<file path="config.mk">
export PLATFORM = sky130hd
export DESIGN_NAME = link_downstream_sipo
export DESIGN_NICKNAME = d
export VERILOG_FILES = /design/src/rtl/link_pkg.sv /design/src/rtl/link_sipo_fifo.sv /design/src/rtl/link_downstream_sipo.sv
export SDC_FILE = /design/constraint.sdc
export NUM_CORES = 1
export LEC_CHECK = 0
export CAP_MARGIN = 40
export CORE_UTILIZATION = 55
export DETAILED_ROUTE_END_ITERATION = 12
export HOLD_SLACK_MARGIN = 0.05
export MAX_ROUTING_LAYER = met4
export PLACE_DENSITY = 0.74
export SYNTH_ARGS = -nofsm -noshare
export SYNTH_HDL_FRONTEND = slang
export SYNTH_HIERARCHICAL = 1
export SYNTH_SLANG_ARGS = --single-unit
</file>
<file path="constraint.sdc">
create_clock -name clk -period 3.7 [get_ports clk]
set_input_delay 0.925 -clock clk [delete_from_list [all_inputs] [get_ports clk]]
set_output_delay 0.925 -clock clk [all_outputs]
set_load 0.01 [all_outputs]
</file>
<file path="src/rtl/link_pkg.sv">
// Shared types and defaults for the downstream link SIPO.
package link_pkg;

    // Assembler state: waiting for the low half or the high half of a packet.
    typedef enum logic {S_LO, S_HI} asm_state_e;

    localparam int LINK_HALF_WIDTH       = 32;
    localparam int LINK_FIFO_DEPTH       = 4;
    localparam int LINK_TOKEN_DECIMATION = 4;
    localparam int LINK_CNT_WIDTH        = 7;

    // Index width for a power-of-two depth. Returns at least 1 so that a
    // depth of 1 (e.g. a decimation of 1) still yields a legal vector.
    function automatic int ptr_width(input int depth);
        return (depth <= 1) ? 1 : $clog2(depth);
    endfunction

endpackage

</file>
<file path="src/rtl/link_sipo_fifo.sv">
// Synchronous FIFO with a registered head. The head is read straight from
// the storage registers, so a pushed word is visible the cycle after the push.
module link_sipo_fifo
    import link_pkg::*;
#(
    parameter int WIDTH = 2 * LINK_HALF_WIDTH,
    parameter int DEPTH = LINK_FIFO_DEPTH
) (
    input  logic             clk,
    input  logic             rst_n,
    input  logic             push_i,
    input  logic [WIDTH-1:0] data_i,
    input  logic             pop_i,
    output logic [WIDTH-1:0] data_o,
    output logic             full_o,
    output logic             empty_o
);

    localparam int PW = ptr_width(DEPTH);

    logic [WIDTH-1:0] mem_q [DEPTH];
    logic [PW:0]      wr_q, rd_q;
    logic             do_push, do_pop;

    // The extra wrap bit separates full (wrap bits differ) from empty.
    assign empty_o = (wr_q == rd_q);
    assign full_o  = (wr_q[PW] != rd_q[PW]) && (wr_q[PW-1:0] == rd_q[PW-1:0]);
    assign do_pop  = pop_i & ~empty_o;
    // A push into a full FIFO is accepted only if a pop frees the slot.
    assign do_push = push_i & (~full_o | do_pop);
    assign data_o  = mem_q[rd_q[PW-1:0]];

    // Storage and pointer update.
    always_ff @(posedge clk or negedge rst_n) begin
        if (!rst_n) begin
            wr_q <= '0;
            rd_q <= '0;
            for (int i = 0; i < DEPTH; i++) mem_q[i] <= '0;
        end else begin
            if (do_push) begin
                mem_q[wr_q[PW-1:0]] <= data_i;
                wr_q                <= wr_q + (PW+1)'(1);
            end
            if (do_pop) rd_q <= rd_q + (PW+1)'(1);
        end
    end

endmodule

</file>
<file path="src/rtl/link_downstream_sipo.sv">
// Receive-side SIPO: pairs io half-words into core words, buffers them and
// returns credits upstream by toggling io_token_o.
// Optional macro LINK_SIPO_ERR_CHK_EN enables the sticky error_o flag.
module link_downstream_sipo
    import link_pkg::*;
#(
    parameter int HALF_WIDTH       = LINK_HALF_WIDTH,
    parameter int FIFO_DEPTH       = LINK_FIFO_DEPTH,
    parameter int TOKEN_DECIMATION = LINK_TOKEN_DECIMATION,
    parameter int CNT_WIDTH        = LINK_CNT_WIDTH
) (
    input  logic                    clk,
    input  logic                    rst_n,
    input  logic                    io_valid_i,
    input  logic [HALF_WIDTH-1:0]   io_data_i,
    output logic                    core_valid_o,
    output logic [2*HALF_WIDTH-1:0] core_data_o,
    input  logic                    core_yumi_i,
    output logic                    io_token_o,
    output logic [CNT_WIDTH-1:0]    credits_returned_o,
    output logic                    error_o
);

    localparam int DW = ptr_width(TOKEN_DECIMATION);

    asm_state_e            state_q, state_d;
    logic [HALF_WIDTH-1:0] lo_q, lo_d;
    logic [DW-1:0]         dec_q, dec_d;
    logic                  token_q, token_d;
    logic [CNT_WIDTH-1:0]  cnt_q, cnt_d;
    logic                  push, pop, full, empty;

    assign push = (state_q == S_HI) & io_valid_i;
    assign pop  = core_yumi_i & core_valid_o;

    link_sipo_fifo #(.WIDTH(2*HALF_WIDTH), .DEPTH(FIFO_DEPTH)) u_fifo (
        .clk     (clk),
        .rst_n   (rst_n),
        .push_i  (push),
        .data_i  ({io_data_i, lo_q}),
        .pop_i   (pop),
        .data_o  (core_data_o),
        .full_o  (full),
        .empty_o (empty)
    );

    assign core_valid_o       = ~empty;
    assign io_token_o         = token_q;
    assign credits_returned_o = cnt_q;

    // Assembler, decimation counter and credit bookkeeping next-state.
    always_comb begin
        state_d = state_q;
        lo_d    = lo_q;
        dec_d   = dec_q;
        token_d = token_q;
        cnt_d   = cnt_q;
        if (io_valid_i) begin
            if (state_q == S_LO) begin
                lo_d    = io_data_i;
                state_d = S_HI;
            end else begin
                state_d = S_LO;
            end
        end
        if (pop) begin
            cnt_d = cnt_q + CNT_WIDTH'(1);
            if (dec_q == DW'(TOKEN_DECIMATION - 1)) begin
                dec_d   = '0;
                token_d = ~token_q;
            end else begin
                dec_d = dec_q + DW'(1);
            end
        end
    end

    // State registers.
    always_ff @(posedge clk or negedge rst_n) begin
        if (!rst_n) begin
            state_q <= S_LO;
            lo_q    <= '0;
            dec_q   <= '0;
            token_q <= 1'b0;
            cnt_q   <= '0;
        end else begin
            state_q <= state_d;
            lo_q    <= lo_d;
            dec_q   <= dec_d;
            token_q <= token_d;
            cnt_q   <= cnt_d;
        end
    end

`ifdef LINK_SIPO_ERR_CHK_EN
    logic err_q;
    // Sticky flag: overflow push or yumi against an empty head.
    always_ff @(posedge clk or negedge rst_n) begin
        if (!rst_n)
            err_q <= 1'b0;
        else if ((push & full & ~pop) | (core_yumi_i & ~core_valid_o))
            err_q <= 1'b1;
    end
    assign error_o = err_q;
`else
    logic unused_full;
    assign unused_full = full;
    assign error_o     = 1'b0;
`endif

endmodule

</file>
==> results of run 1 <==
-- final timing paths --
check / from / end / slack (ps) / cells past startpoint
min in group clk: credits_returned_o[6] / credits_returned_o[6] / 480 / 1
max: u_fifo/rd_q[1] / core_valid_o / 200 / 4
max reg2reg: u_fifo/rd_q[0] / u_fifo/mem_q[221] / 710 / 7
min reg2reg: credits_returned_o[6] / credits_returned_o[6] / 480 / 1
max in group asynchronous: rst_n / u_fifo/mem_q[200] / 2270 / 2
min: rst_n / credits_returned_o[5] / 360 / 1
-- layer usage --
metal | up-vias | GRT usage (%) | routed length, um
met2 | 124 | 38.0 | 13800
met5 | - | - | 0
li1 | 3068 | - | -
met3 | 38 | 3.34 | 1010
met4 | 0 | 5.46 | 427
met1 | 3803 | 30.6 | 11800
-- critical path, stage by stage, from the launching register on --
cell	delay (ps)
dfrtp_4	510
xor2_2	680
nor3_2	180
inv_1	130
clkdlybuf4s50_1	540
-- flip-flops by register name (all words and copies together), names as in the netlist --
name                cells
u_fifo/rd_q             3
u_fifo/wr_q             3
lo_q                   32
credits_returned_o      7
state_q                 1
io_token_o              1
u_fifo/mem_q          256
dec_q                   2
-- stage by stage --
step                instance area, um^2  setup slack (ps)  util (%)  instances  total power (uW)
finish                            15900               201      65.5       1223             16000
global route                      15900              75.8      65.5       1223             16900
CTS                               15900               141      65.5       1223             16200
detailed placement                14900               304      61.5       1169             13100
global placement                  14900               395      61.5       1169             12700
floorplan                         13500               739         -        766             10400
-- cell usage in the layout, fill, tap and decap left out, drive strengths merged --
master / count
o31a: 1
nand2: 4
clkinvlp: 2
mux4: 64
o311ai: 3
dfrtp: 305
xnor2: 9
or4: 1
clkbuf: 46
o21ai: 1
nor3: 1
bufinv: 2
clkinv: 3
nor2: 1
mux2: 293
and4b: 1
o41ai: 5
clkdlybuf4s50: 107
and2: 5
buf: 21
nor2b: 2
xor2: 5
inv: 4
conb: 1
o211ai: 1
o31ai: 1
nand4: 3
ha: 7
-- area by class of cell --
type                            count  share of cell area [%]
Multi-Input combinational cell    409                    34.4
Tap cell                          324                    2.55
Clock inverter                      7                   0.567
Sequential cell                   305                    48.1
Clock buffer                       46                    5.49
Inverter                            4                  0.0945
Timing Repair Buffer              128                    8.78
-- power breakdown --
part	internal [uW]	switching, uW
combinational	4270	2650
sequential	5050	1110
clock	1750	1210
total	11100	4970
-- timing repair --
action	CTS	global route
gates resized for setup	1	0
hold buffers	0	0
setup endpoints to repair	12	0
buffers inserted	1	0
==> results.cfg, run 1 <==
[clock_network]
clkSlewWorstSetupHoldPaths_ps = 60
clk_path_buf_depth = 3
cts_tree = yes
clock_latency_ps = 540
cts_htree_levels = 1
clockRootBuffer = clkbuf_16
clock_sinks = 305
numCtsBuffers = 31

[drt]
vias = 7033
drc = 0
viasPerCell = 5.75
routedWlPerCell_um = 22.1
wirelength_mm = 27.0
postRouteAntennaNets = 0
first_pass_iters = 6
dr.first_iter.drc_count = 317

[die]
die-width_um = 159
dieHeight_um = 159
die-area_um2 = 25200
core-area_um2 = 24200
start_util_pct = 55.8
rows = 57
ios = 110

[setup_path]
path_class = flip-flop to output pin
cp_max_fo = 12
cp_data_required_time_ps = 2770
cp-end-kind = output pin
critPathLaunchType = flip-flop
worstPathArrival_ps = 2570

[logic_synthesis]
syn_area_per_cell_um2 = 17.7
synth_nets = 809
syn_area_um2 = 13500
syn-instance-count = 766
yosysWarnings = 6

[power_and_ir_drop]
worst_ir_drop_vdd_uv = 469
power_density_nw_per_um2 = 1010
leakagePower_uw = 0.00682

[finish]
fin_nets = 922
multiInputGateArea_um2 = 5470
fillers = 1675
drive_gt1_share_pct = 42.9
area_delta_synth_final_pct = 17.4
antennaDiodeCount = 0
seq_area_um2 = 7640

[placement]
place.port_buffers = 108
gp_congestion = 0.725
hpwl_mm = 16.3

[timing]
hold_ws_ps = 360
fin_crit_sh_pct = 94.6
fmax_mhz = 286
rsz0062_at_grt = no
fin_skew_ps = 12.8
setup_violations = 0
finalMaxSlewViolations = 0
tightest_slew_ps = 806
fin_crit_ps = 3500
relSlewSlack_pct = 46.2
finalSetupTns_ps = 0
hold_violations = 0

[global_routing]
grt_max_degree = 96
gr-total-overflow = 0
grt_pass1_vias = 8044
track_usage_pct = 23.1
grt_pass1_wl_mm = 44.7
antenna_found_initial = 0

[run_status]
status = finished clean

[job]
maxCapViolations = 0

[worst_hold_path]
hp-class = input port to async pin
No activity file was read; power rests on OpenSTA's default activity.
==> inputs of run 2 (changes only) <==
- CORE_ASPECT_RATIO: default -> 1.4
- CTS_CLUSTER_DIAMETER: default -> 40
==> results.cfg, run 2 (synthesized netlist as in run 1, its figures left out) <==
[timing]
fin_crit_ps = 3590
tightest_slew_ps = 967
finalMaxSlewViolations = 0
finalSetupTns_ps = 0
relSlewSlack_pct = 35.5
fin_skew_ps = 18.7
rsz0062_at_grt = no
setup_violations = 0
fin_crit_sh_pct = 96.9
hold_violations = 0
fmax_mhz = 279

[clock_network]
clock_latency_ps = 520
post_cts_buffers = 0
numCtsBuffers = 37
hold_buffers = 0
cts_tree = yes
clk_path_buf_depth = 3
cts_htree_levels = 2
clock_sinks = 305
cts_resized = 0
clkSlewWorstSetupHoldPaths_ps = 60
clockRootBuffer = clkbuf_16

[setup_path]
cp_data_required_time_ps = 2770
cp_max_fo = 40
path_class = flip-flop to output pin
worstPathArrival_ps = 2660
crit_start = u_fifo/rd_q[0]
ff2ff_setup_slack_ps = 670
crit_end = core_data_o[21]
r2r_cells = 7
cp-end-kind = output pin
r2r-start = u_fifo/rd_q[0]
critPathLaunchType = flip-flop
regToRegEndpoint = u_fifo/mem_q[91]

[die]
rows = 67
die-area_um2 = 25200
die-width_um = 135
dieHeight_um = 188
start_util_pct = 56.3
core-area_um2 = 24100
ios = 110

[global_routing]
grt_max_degree = 127
grt_pass1_vias = 8247
track_usage_pct = 24.7
antenna_found_initial = 0
gr-total-overflow = 0
grt_pass1_wl_mm = 46.1

[drt]
dr.first_iter.drc_count = 282
viasPerCell = 5.82
postRouteAntennaNets = 0
routedWlPerCell_um = 23.0
vias = 7118
first_pass_iters = 4
wirelength_mm = 28.2
drc = 0

[finish]
multiInputGateArea_um2 = 5460
largest_reg_flops = 256
largest-register = u_fifo/mem_q
area_delta_synth_final_pct = 19.2
fin_nets = 928
antennaDiodeCount = 0
mostFrequentLayoutCells = dfrtp_1 (303), mux2_2 (197), clkdlybuf4s50_1 (107), mux4_2 (64), mux2_4 (50)
postLayoutCellArea_um2 = 16100
drive_gt1_share_pct = 44.4
fillers = 1609
seq_area_um2 = 7640
finish.utilization_pct = 67.0
final_common_cell = dfrtp_1

[power_and_ir_drop]
worst_ir_drop_vdd_uv = 589
leakagePower_uw = 0.00694
power_density_nw_per_um2 = 1040

[job]
maxCapViolations = 0

[placement]
place.port_buffers = 108
place_area_um2 = 14900
hpwl_mm = 17.5
gp_congestion = 0.783

[worst_hold_path]
hp-class = flip-flop to flip-flop

[run_status]
status = finished clean
==> run 2: changes by cell type in the layout (fill, tap and decap cells not counted), sizes merged <==
cell,delta
clkinvlp,+4
clkinv,+3
inv,+3
clkbuf,+1
bufinv,+2
==> run 2: cell type report <==
class                      instances  area share, %
clock inverter                    19           1.42
tap                              310           2.41
sequential                       305           47.4
clock buffer                      47           6.49
timing repair buffer             128           8.36
multi-input combinational        409           33.9
inverter                           4         0.0931
==> run 2: report_power, final <==
group	internal (uW)	switching [uW]
Sequential	5040	1100
Combinational	4230	2720
Clock	2300	1400
Total	11600	5220
==> run 2: worst max-delay path, stage by stage (launching register included) <==
cell and delay [ps]:
dfrtp_4 610, buf_12 370, mux4_2 610, clkdlybuf4s50_1 510
==> run 2: worst min-delay path by stage <==
stage	startpoint	depth (start not counted)	slack, ps	to
finish	io_token_o	1	470	io_token_o
global route	u_fifo/mem_q[19]	1	500	u_fifo/mem_q[19]
CTS	io_token_o	1	480	io_token_o
detailed placement	io_token_o	1	470	io_token_o
global placement	credits_returned_o[6]	1	460	credits_returned_o[6]
floorplan	u_fifo/mem_q[13]	1	460	u_fifo/mem_q[13]
==> run 2: metal layers <==
layer,GRT usage [%],up-vias,share of wire (%)
met4,11.2,0,4.4
met1,28.1,3813,39
met5,-,-,0
met3,4.62,65,4.1
li1,-,3088,-
met2,42.0,152,53
==> run 2: per-stage QoR <==
| step | cells | setup slack, ps | hold WS [ps] | power (uW) |
|---|---|---|---|---|
| final | 1222 | 114 | 475 | 16800 |
| after global routing | 1222 | 25.9 | 500 | 17700 |
| after CTS | 1222 | 64.9 | 482 | 17000 |
| after detailed placement | 1156 | 577 | 469 | 13200 |
| after global placement | 1156 | 570 | 464 | 12800 |
| after floorplan | 766 | 739 | 459 | 10400 |
